## config.mk

```make
export PLATFORM = sky130hd
export DESIGN_NAME = time_set_ctrl
export DESIGN_NICKNAME = d
export VERILOG_FILES = /design/src/rtl/time_set_ctrl.sv
export SDC_FILE = /design/constraint.sdc
export NUM_CORES = 1
export LEC_CHECK = 0
export CAP_MARGIN = 0
export CORE_ASPECT_RATIO = 1.75
export CORE_MARGIN = 2
export CORE_UTILIZATION = 45
export DETAILED_ROUTE_END_ITERATION = 7
export HOLD_SLACK_MARGIN = 0.08
export PLACE_DENSITY_LB_ADDON = 0.1
export SETUP_SLACK_MARGIN = 0.02
export SLEW_MARGIN = 40
export SYNTH_ARGS = -nofsm -noshare
export SYNTH_HDL_FRONTEND = slang
export SYNTH_SLANG_ARGS = --single-unit
export TNS_END_PERCENT = 50
```

## constraint.sdc

```tcl
create_clock -name Clk -period 5.4 [get_ports Clk]
set_input_delay 1.08 -clock Clk [delete_from_list [all_inputs] [get_ports Clk]]
set_output_delay 1.08 -clock Clk [all_outputs]
set_load 0.05 [all_outputs]
```

## src/rtl/time_set_ctrl.sv

```systemverilog
// Time-setting controller for a BCD clock. It captures the running time into edit
// registers, lets the user step through the hour, minute and second fields with
// debounced buttons, and on confirm writes the edited values back to the clock
// with three one-cycle load strobes.
module time_set_ctrl #(
  parameter int unsigned BLINK_HALF = 25_000_000,
  parameter int unsigned TIMEOUT    = 500_000_000
) (
  input  logic       Clk,
  input  logic       RST,
  input  logic       Btn_Mode,
  input  logic       Btn_Up,
  input  logic       Btn_Down,
  input  logic       Btn_Confirm,
  input  logic       Mode,
  input  logic [7:0] Cur_Hours,
  input  logic [7:0] Cur_Minutes,
  input  logic [7:0] Cur_Seconds,
  output logic [1:0] SET,
  output logic [7:0] SETDATA,
  output logic       EN,
  output logic [1:0] Edit_Field,
  output logic       Blink
);

  localparam logic [2:0] StIdle    = 3'd0;
  localparam logic [2:0] StEditH   = 3'd1;
  localparam logic [2:0] StEditM   = 3'd2;
  localparam logic [2:0] StEditS   = 3'd3;
  localparam logic [2:0] StCommitH = 3'd4;
  localparam logic [2:0] StCommitM = 3'd5;
  localparam logic [2:0] StCommitS = 3'd6;

  localparam int TW = $clog2(TIMEOUT + 1);
  localparam int BW = $clog2(BLINK_HALF + 1);

  logic [2:0]    state_q, state_d;
  logic [7:0]    hour_q, hour_d, min_q, min_d, sec_q, sec_d;
  logic          mode_q, mode_d;
  logic [TW-1:0] idle_cnt_q, idle_cnt_d;
  logic [BW-1:0] blink_cnt_q, blink_cnt_d;
  logic          blink_q, blink_d;
  logic          armed_q;
  logic          mode_prev_q, up_prev_q, down_prev_q, conf_prev_q;

  logic mode_edge, up_edge, down_edge, conf_edge;
  logic up_ok, dn_ok, step_ok, accepted, in_edit, next_edit, timeout_hit;
  logic [7:0] hour_lo, hour_hi;

  // One BCD increment/decrement with wrap between lo and hi.
  function automatic logic [7:0] bcd_step(input logic [7:0] v, input logic up,
                                          input logic [7:0] lo, input logic [7:0] hi);
    logic [7:0] r;
    if (up) begin
      if (v == hi)                r = lo;
      else if (v[3:0] == 4'd9)    r = {v[7:4] + 4'd1, 4'd0};
      else                        r = v + 8'd1;
    end else begin
      if (v == lo)                r = hi;
      else if (v[3:0] == 4'd0)    r = {v[7:4] - 4'd1, 4'd9};
      else                        r = v - 8'd1;
    end
    return r;
  endfunction

  // Map a 24-hour BCD hour onto the 12-hour range 01..12.
  function automatic logic [7:0] norm12(input logic [7:0] v);
    logic [4:0] bin;
    logic [4:0] b;
    logic [7:0] r;
    bin = 5'(v[7:4]) * 5'd10 + 5'(v[3:0]);
    b   = bin - 5'd12;
    if (bin == 5'd0)       r = 8'h12;
    else if (bin > 5'd12)  r = (b < 5'd10) ? {4'd0, b[3:0]} : {4'd1, 4'(b - 5'd10)};
    else                   r = v;
    return r;
  endfunction

  // armed_q masks the first cycle after reset so a button held through reset
  // release is seen as already high rather than as a fresh press.
  assign mode_edge = armed_q & Btn_Mode    & ~mode_prev_q;
  assign up_edge   = armed_q & Btn_Up      & ~up_prev_q;
  assign down_edge = armed_q & Btn_Down    & ~down_prev_q;
  assign conf_edge = armed_q & Btn_Confirm & ~conf_prev_q;

  assign up_ok    = up_edge & ~down_edge;
  assign dn_ok    = down_edge & ~up_edge;
  assign step_ok  = up_ok | dn_ok;
  assign accepted = conf_edge | mode_edge | step_ok;

  assign in_edit     = (state_q == StEditH) || (state_q == StEditM) || (state_q == StEditS);
  assign timeout_hit = in_edit && !accepted && (idle_cnt_q == TW'(TIMEOUT - 1));
  assign hour_lo     = mode_q ? 8'h00 : 8'h01;
  assign hour_hi     = mode_q ? 8'h23 : 8'h12;

  // Next-state: session FSM, field editing, idle timeout and blink timing.
  always_comb begin
    state_d     = state_q;
    hour_d      = hour_q;
    min_d       = min_q;
    sec_d       = sec_q;
    mode_d      = mode_q;
    blink_d     = blink_q;
    blink_cnt_d = blink_cnt_q;

    case (state_q)
      StIdle: begin
        if (mode_edge) begin
          mode_d  = Mode;
          hour_d  = Mode ? Cur_Hours : norm12(Cur_Hours);
          min_d   = Cur_Minutes;
          sec_d   = Cur_Seconds;
          state_d = StEditH;
        end
      end
      StEditH, StEditM, StEditS: begin
        if (conf_edge) begin
          state_d = StCommitH;
        end else if (mode_edge) begin
          state_d = (state_q == StEditH) ? StEditM :
                    (state_q == StEditM) ? StEditS : StEditH;
        end else if (step_ok) begin
          if (state_q == StEditH)      hour_d = bcd_step(hour_q, up_ok, hour_lo, hour_hi);
          else if (state_q == StEditM) min_d  = bcd_step(min_q, up_ok, 8'h00, 8'h59);
          else                         sec_d  = bcd_step(sec_q, up_ok, 8'h00, 8'h59);
        end else if (timeout_hit) begin
          state_d = StIdle;
        end
      end
      StCommitH: state_d = StCommitM;
      StCommitM: state_d = StCommitS;
      default:   state_d = StIdle;
    endcase

    idle_cnt_d = (in_edit && !accepted && !timeout_hit) ? idle_cnt_q + TW'(1) : '0;

    next_edit = (state_d == StEditH) || (state_d == StEditM) || (state_d == StEditS);
    if (next_edit && (state_d != state_q)) begin
      blink_d     = 1'b1;
      blink_cnt_d = '0;
    end else if (next_edit) begin
      if (blink_cnt_q == BW'(BLINK_HALF - 1)) begin
        blink_d     = ~blink_q;
        blink_cnt_d = '0;
      end else begin
        blink_cnt_d = blink_cnt_q + BW'(1);
      end
    end else begin
      blink_d     = 1'b0;
      blink_cnt_d = '0;
    end
  end

  // State registers with synchronous reset.
  always_ff @(posedge Clk) begin
    if (RST) begin
      state_q     <= StIdle;
      hour_q      <= 8'h00;
      min_q       <= 8'h00;
      sec_q       <= 8'h00;
      mode_q      <= 1'b0;
      idle_cnt_q  <= '0;
      blink_cnt_q <= '0;
      blink_q     <= 1'b0;
      armed_q     <= 1'b0;
      mode_prev_q <= 1'b0;
      up_prev_q   <= 1'b0;
      down_prev_q <= 1'b0;
      conf_prev_q <= 1'b0;
    end else begin
      state_q     <= state_d;
      hour_q      <= hour_d;
      min_q       <= min_d;
      sec_q       <= sec_d;
      mode_q      <= mode_d;
      idle_cnt_q  <= idle_cnt_d;
      blink_cnt_q <= blink_cnt_d;
      blink_q     <= blink_d;
      armed_q     <= 1'b1;
      mode_prev_q <= Btn_Mode;
      up_prev_q   <= Btn_Up;
      down_prev_q <= Btn_Down;
      conf_prev_q <= Btn_Confirm;
    end
  end

  // Outputs decoded from the current state.
  always_comb begin
    SET        = 2'b00;
    SETDATA    = 8'h00;
    Edit_Field = 2'b00;
    EN         = (state_q == StIdle);
    Blink      = blink_q;
    case (state_q)
      StCommitH: begin SET = 2'b01; SETDATA = hour_q; end
      StCommitM: begin SET = 2'b10; SETDATA = min_q;  end
      StCommitS: begin SET = 2'b11; SETDATA = sec_q;  end
      StEditH:   Edit_Field = 2'b01;
      StEditM:   Edit_Field = 2'b10;
      StEditS:   Edit_Field = 2'b11;
      default:   ;
    endcase
  end

endmodule

```

After elaboration in Yosys (flattened, before gate mapping)
Cells that the tools add are included.

Bits of input ports: 31. Register bits after elaboration: 88. Logic and storage cells: 164. Output and inout bits: 14.

Multiply operators: 1. $add $sub $neg: 17. Reductions and logical operators: 25. Multiplexer cells: 56. Bitwise gates (word level): 22. Eq/ne operators: 28. Order comparisons: 2.

Operator list (count): $mux 8 (35); $pmux 8 s2 (3); $add 29x1->29 const B (1); $eq 29x29->1 const B (1); $add 25x1->25 const B (1); $eq 25x25->1 const B (1); $add 8x1->8 const B (3); $pmux 8 s3 (1); $sub 8x1->8 const B (3); $eq 8x7->1 const B (2); $logic_not 8->1 (2); $mux 3 (5); $ne 2x2->1 const B (7); $reduce_and 7->1 (2); $add 4x1->4 const B (3); $eq 3x2->1 const B (4); $eq 4x4->1 const B (3); $logic_not 4->1 (3); $pmux 2 s3 (2); $pmux 3 s4 (1); $sub 4x1->4 const B (3); $and 1x1->1 (10); $eq 3x3->1 const B (3); $not 1->1 (9); 28 further kinds (43).

Longest topological paths before layout
Depth in word-level cells: 19. Gate-level depth with buffers: 10. Depth with buffers taken out: 10.

Least setup slack after synthesis
Ideal clock, no wire load.

Kind: input to register. Start: input port Cur_Hours[1]. End: register hour_q[2]. Stages: 9. Data arrival time: 3279 ps. Data required time: 5341 ps. Slack: 2062 ps. Path buffers: 0. Cell sequence: ha_1 fa_1 xor2_1 ha_1 inv_1 xnor3_4 a221o_1 a31oi_1 o211a_1.

Cells in the longest elaborated chain, start to end: 9.

RTL lines: from (decl) (RTL line 16) `input logic [7:0] Cur_Hours,`; $add 5x4->5 * (RTL line 71) `bin = 5'(v[7:4]) * 5'd10 + 5'(v[3:0]);`; $sub 5x4->5 (RTL line 72) `b = bin - 5'd12;`; $sub 4x4->4 / $lt 5x4->1 (equally long branches) (RTL line 74) `else if (bin > 5'd12) r = (b < 5'd10) ? {4'd0, b[3:0]} : {4'd1, 4'(b - 5'd10)};`; $mux 5 (RTL line 74); $mux 8 (RTL line 74); $mux 8 * (RTL line 73) `if (bin == 5'd0) r = 8'h12;`; $mux 8 * (RTL line 110) `hour_d = Mode ? Cur_Hours : norm12(Cur_Hours);`; $mux 8 * (RTL line 108) `if (mode_edge) begin`; $pmux 8 s2 * (RTL line 106) `case (state_q)`; to (signal assigned) (RTL line 172) `hour_q <= hour_d;`; to (decl) (RTL line 38) `logic [7:0] hour_q, hour_d, min_q, min_d, sec_q, sec_d;`.

Mark *: on every way between the ends. The rest lies on a longest branch, timed or not. The select of a mux whose other input is x is not followed. A chain may end at the register's enable or synchronous reset.

Worst setup path after layout
Start: register state_q[0]. End: output port SETDATA[1].

Cells in the longest elaborated chain, start to end: 2.

RTL lines: from (decl) (RTL line 37) `logic [2:0] state_q, state_d;`; from (signal assigned) (RTL line 157) `state_q <= StIdle;`; from (signal assigned) (RTL line 171) `state_q <= state_d;`; $eq 3x3->1 (RTL line 194) `case (state_q)`; $pmux 8 s3 * (RTL line 194); to (decl) (RTL line 20) `output logic [7:0] SETDATA,`.

Mark *: on every way between the ends. The rest lies on a longest branch, timed or not.

==> results.md <==
- Cell count after synthesis: 803
- Yosys top cell area share: 27.7%
- Outcome: finished, final reports clean
- Simple-gate share of the synthesized area: 31.0%
- Most common library cells after synthesis: sky130_fd_sc_hd__nor2_1 (89), sky130_fd_sc_hd__dfxtp_1 (88), sky130_fd_sc_hd__nand2_1 (68)
- Power per cell area: 253 nW/um2
- R2R Path End: hour_q[6]
- Via count of the first global-routing pass: 5973
- TritonCTS Buffers: 9
- Setup repair after global routing missed its margin: false
- Clock-pin slew on the worst setup and hold paths: 0.07 ns
- Reg-to-Reg Start: armed_q
- Synth Area in XOR/XNOR: 9.29%
- Routed length per instance: 17.2 um
- Worst reg-to-reg path cell count: 8
- Count of warnings emitted by yosys: 0
- Share of synthesized area spent on multiplexers: 2.38%
- Critical path capture point type: output pin
- Synthesis-stage register bit count: 88
- DP Area: 6850 um2
- Dominant combinational cell family by area after synthesis: simple AND/OR/NAND/NOR gates
- Syn nets: 864
- Wire length after detailed routing: 17.2 mm
- Fraction of the mapped netlist area in adder cells: 6.01%
- Aggregate global routing overflow: 0
- Wire length of the first global-routing pass: 28.8 mm
- Critical path type: flop to output pin
- Post-route clock period utilization: 76.9%
- Buffers & Inverters on Critical Path: 1
- Actual slew at the worst max-slew pin: 0.824 ns
- Most instantiated library cell after synthesis: sky130_fd_sc_hd__nor2_1
- Die area: 15200 um2
- Required arrival time at the worst endpoint: 4.32 ns
- Biggest fanout along the worst timing path: 22
- Clock net sink count: 88
- Dominant synthesized flop cell: sky130_fd_sc_hd__dfxtp_1
- Final cell area excluding filler cells: 7150 um2
- Highest achievable clock rate: 241 MHz
- # resized after CTS: 0
- ANT nets after route: 0
- Number of cells on the critical path: 5
- Ratio of routed vias to standard cells: 5.99
- DRC: 0
- Max-Slew Margin vs Limit: 45.0%
- Routed vias: 5977
- Worst IR Drop VDD: 0.000171 V
- Layout cell share with drive strength beyond 1: 7.19%
- CTS tree: done
- Min-Delay Endpoint: idle_cnt_q[0]
- Count of fill cells added during filler insertion: 1375
- Antenna violations before repair: 0
- Cell variety after synth: 91
- Final-layout setup total negative slack: 0 ns
- Worst Path Arrival: 3.07 ns
- Inserted Diodes: 0
- Half-perimeter wire length after placement: 12.6 mm
- Min-Delay Path Class: flop to flop
- Max-slew violation count: 0
- Final hold vios: 0
- Number of enable flip-flop cells after synthesis: 0
- Overall fraction of global-route tracks in use: 23.1%
- Number of post-CTS setup repair buffers: 0
- Worst hold path startpoint: idle_cnt_q[0]
- Horizontal die dimension: 93.9 um
- P&R area growth vs syn: 12.3%
- Max H-tree Level: 3
- Row cnt: 57
- Kind of launch point of the worst setup path: flop
- Portion of the post-synthesis area used by sequential elements: 27.7%
- Initial Util: 46.0%
- Synthesized-area fraction occupied by ao, oa, aoi and oai cells: 18.8%
- Top-Level Pins: 45
- Delay of the slowest critical-path stage: 0.79 ns
- DRT Pass-1 Iters: 7
- Syn avg cell area: 7.93 um2
- Count of nets after finishing: 877
- Asr flop ratio synth: 0%
- Standard cell core area: 13800 um2
- Setup slack of the worst register-to-register path: 2.73 ns
- Maximum number of buffers from clock root to sink: 2
- Cell taking the most area after synthesis: sky130_fd_sc_hd__dfxtp_1
- Clock network latency to the later pin of the worst-skew pair: 0.35 ns
- Netlist area before placement: 6370 um2
- Placer congestion estimate: 0.906
- Master cell of the clock root buffer: sky130_fd_sc_hd__clkbuf_16
- Height of the die: 161 um
- Largest net degree at the start of global routing: 30
- Category of cells accounting for the largest share of critical-path delay: simple AND/OR/NAND/NOR gates
- DRT iter0 DRCs: 344
- Leakage dissipation: 2.47 nW
- Setup violations, final: 0
- CTS Hold Buffers Added: 0
- Number of buffers inserted by port buffering: 44
- Slowest cell on the critical path: sky130_fd_sc_hd__dfxtp_1
- Top post-synthesis cells by area: sky130_fd_sc_hd__dfxtp_1 (28%), sky130_fd_sc_hd__ha_1 (5.7%), sky130_fd_sc_hd__nor2_1 (5.2%)
- Critical Path, Cell by Cell: nor2b_1 -> nand2_1 -> o21ai_0 -> and2_1 -> clkdlybuf4s50_1
- Minimum clock period after layout: 4.15 ns
- Worst setup skew after layout: 0.0130 ns
- Maxcap violations: 0
- Cell count of the worst hold path: 1
==> flip-flops by register name (all words and copies together), names as in the netlist <==
| register | flops |
|---|---|
| Blink | 1 |
| armed_q | 1 |
| blink_cnt_q | 25 |
| conf_prev_q | 1 |
| down_prev_q | 1 |
| hour_q | 8 |
| idle_cnt_q | 29 |
| min_q | 8 |
| mode_prev_q | 1 |
| mode_q | 1 |
| sec_q | 8 |
| state_q | 3 |
| up_prev_q | 1 |
==> power by group <==
| group | total [mW] | internal (mW) | switching, mW | leakage [nW] |
|---|---|---|---|---|
| combinational | 0.439 | 0.193 | 0.246 | 1.61 |
| sequential | 0.717 | 0.667 | 0.0498 | 0.714 |
| clock | 0.653 | 0.367 | 0.286 | 0.146 |
==> worst reg2reg max path: cells and delay by family (launching register included) <==
| family | cells | cell delay (ns) |
|---|---|---|
| and+or+nand+nor | 1 | 0.11 |
| DFF | 1 | 0.41 |
| buffers and inverters | 1 | 0.34 |
| AOI/OAI and AO/OA | 5 | 1.31 |
| adders and majority gates | 1 | 0.41 |
==> worst max path at each step <==
stage / startpoint / endpoint / slack (ns)
floorplan: Cur_Hours[1] / hour_q[2] / 2.06
global placement: Cur_Hours[4] / hour_q[2] / 1.45
detailed placement: Cur_Hours[4] / hour_q[2] / 1.34
CTS: state_q[0] / SETDATA[0] / 1.26
global route: state_q[0] / SETDATA[0] / 1.09
finish: state_q[0] / SETDATA[1] / 1.25
==> cells in the final DEF, fill, tap and decap left out, types with 5 or more instances in the layout <==
master / Yosys / layout
sky130_fd_sc_hd__clkbuf_16: 0 / 9
sky130_fd_sc_hd__xnor2_1: 26 / 26
sky130_fd_sc_hd__xor2_1: 33 / 33
sky130_fd_sc_hd__a21oi_1: 32 / 32
sky130_fd_sc_hd__inv_1: 25 / 25
sky130_fd_sc_hd__nor3b_1: 5 / 5
sky130_fd_sc_hd__or3_1: 7 / 7
sky130_fd_sc_hd__nand3b_1: 7 / 7
sky130_fd_sc_hd__nor4_1: 7 / 7
sky130_fd_sc_hd__mux2i_1: 14 / 14
sky130_fd_sc_hd__nand3_1: 47 / 47
sky130_fd_sc_hd__ha_1: 29 / 29
sky130_fd_sc_hd__a31oi_1: 10 / 10
sky130_fd_sc_hd__clkdlybuf4s50_1: 0 / 44
sky130_fd_sc_hd__and4_1: 5 / 5
sky130_fd_sc_hd__a211oi_1: 9 / 9
sky130_fd_sc_hd__nor2_1: 89 / 88
sky130_fd_sc_hd__o211ai_1: 11 / 11
sky130_fd_sc_hd__and2_1: 14 / 14
sky130_fd_sc_hd__o21ai_0: 29 / 29
sky130_fd_sc_hd__a311oi_1: 5 / 5
sky130_fd_sc_hd__and3_1: 21 / 21
sky130_fd_sc_hd__nor3_1: 17 / 17
sky130_fd_sc_hd__nor2b_1: 16 / 16
sky130_fd_sc_hd__dfxtp_1: 88 / 87
sky130_fd_sc_hd__o22ai_1: 5 / 5
sky130_fd_sc_hd__a2111oi_0: 5 / 5
sky130_fd_sc_hd__nand4_1: 19 / 19
sky130_fd_sc_hd__nor4b_1: 5 / 5
sky130_fd_sc_hd__a221oi_1: 6 / 6
sky130_fd_sc_hd__nand2_1: 68 / 67
sky130_fd_sc_hd__nor2_4: 8 / 8
sky130_fd_sc_hd__nand2b_1: 7 / 7
==> metrics by stage <==
step / setup slack [ns] / utilization (%) / hold WS [ns] / total power, mW / cells
floorplan: 2.06 / - / 0.426 / 1.05 / 803
global placement: 1.45 / 49.5 / 0.438 / 1.15 / 982
detailed placement: 1.34 / 49.5 / 0.459 / 1.16 / 982
CTS: 1.26 / 51.7 / 0.487 / 1.82 / 998
global route: 1.09 / 51.7 / 0.503 / 1.90 / 998
finish: 1.25 / 51.7 / 0.478 / 1.81 / 998
==> logic make-up (layout without fill, tap and decap cells) <==
| family | Yosys count | count (layout) |
|---|---|---|
| buf+inv | 71 | 89 |
| fa+ha+maj | 30 | 30 |
| mux | 15 | 15 |
| xor+xnor | 63 | 63 |
| simple gates | 367 | 367 |
| compound gates | 169 | 169 |
| flops | 88 | 88 |
==> layout make-up <==
class	instances	area [um2]	area share, %
timing repair buffer	48	470	6.58
multi-input combinational	644	4300	60.1
clock buffer	10	229	3.20
tap	177	221	3.10
clock inverter	6	75.1	1.05
sequential	88	1760	24.6
inverter	25	93.8	1.31
==> per-layer routing <==
metal  wire [um]  up-vias  track usage [%]  part of all wire, %
met5           0        -                0                    0
met4         355        0             8.37                  2.1
met3         791       27             3.03                  4.6
met2        9120      186             42.4                   53
met1        6890     2841             26.9                   40
li1            -     2923                -                    -
No activity file was read; power rests on OpenSTA's default activity.
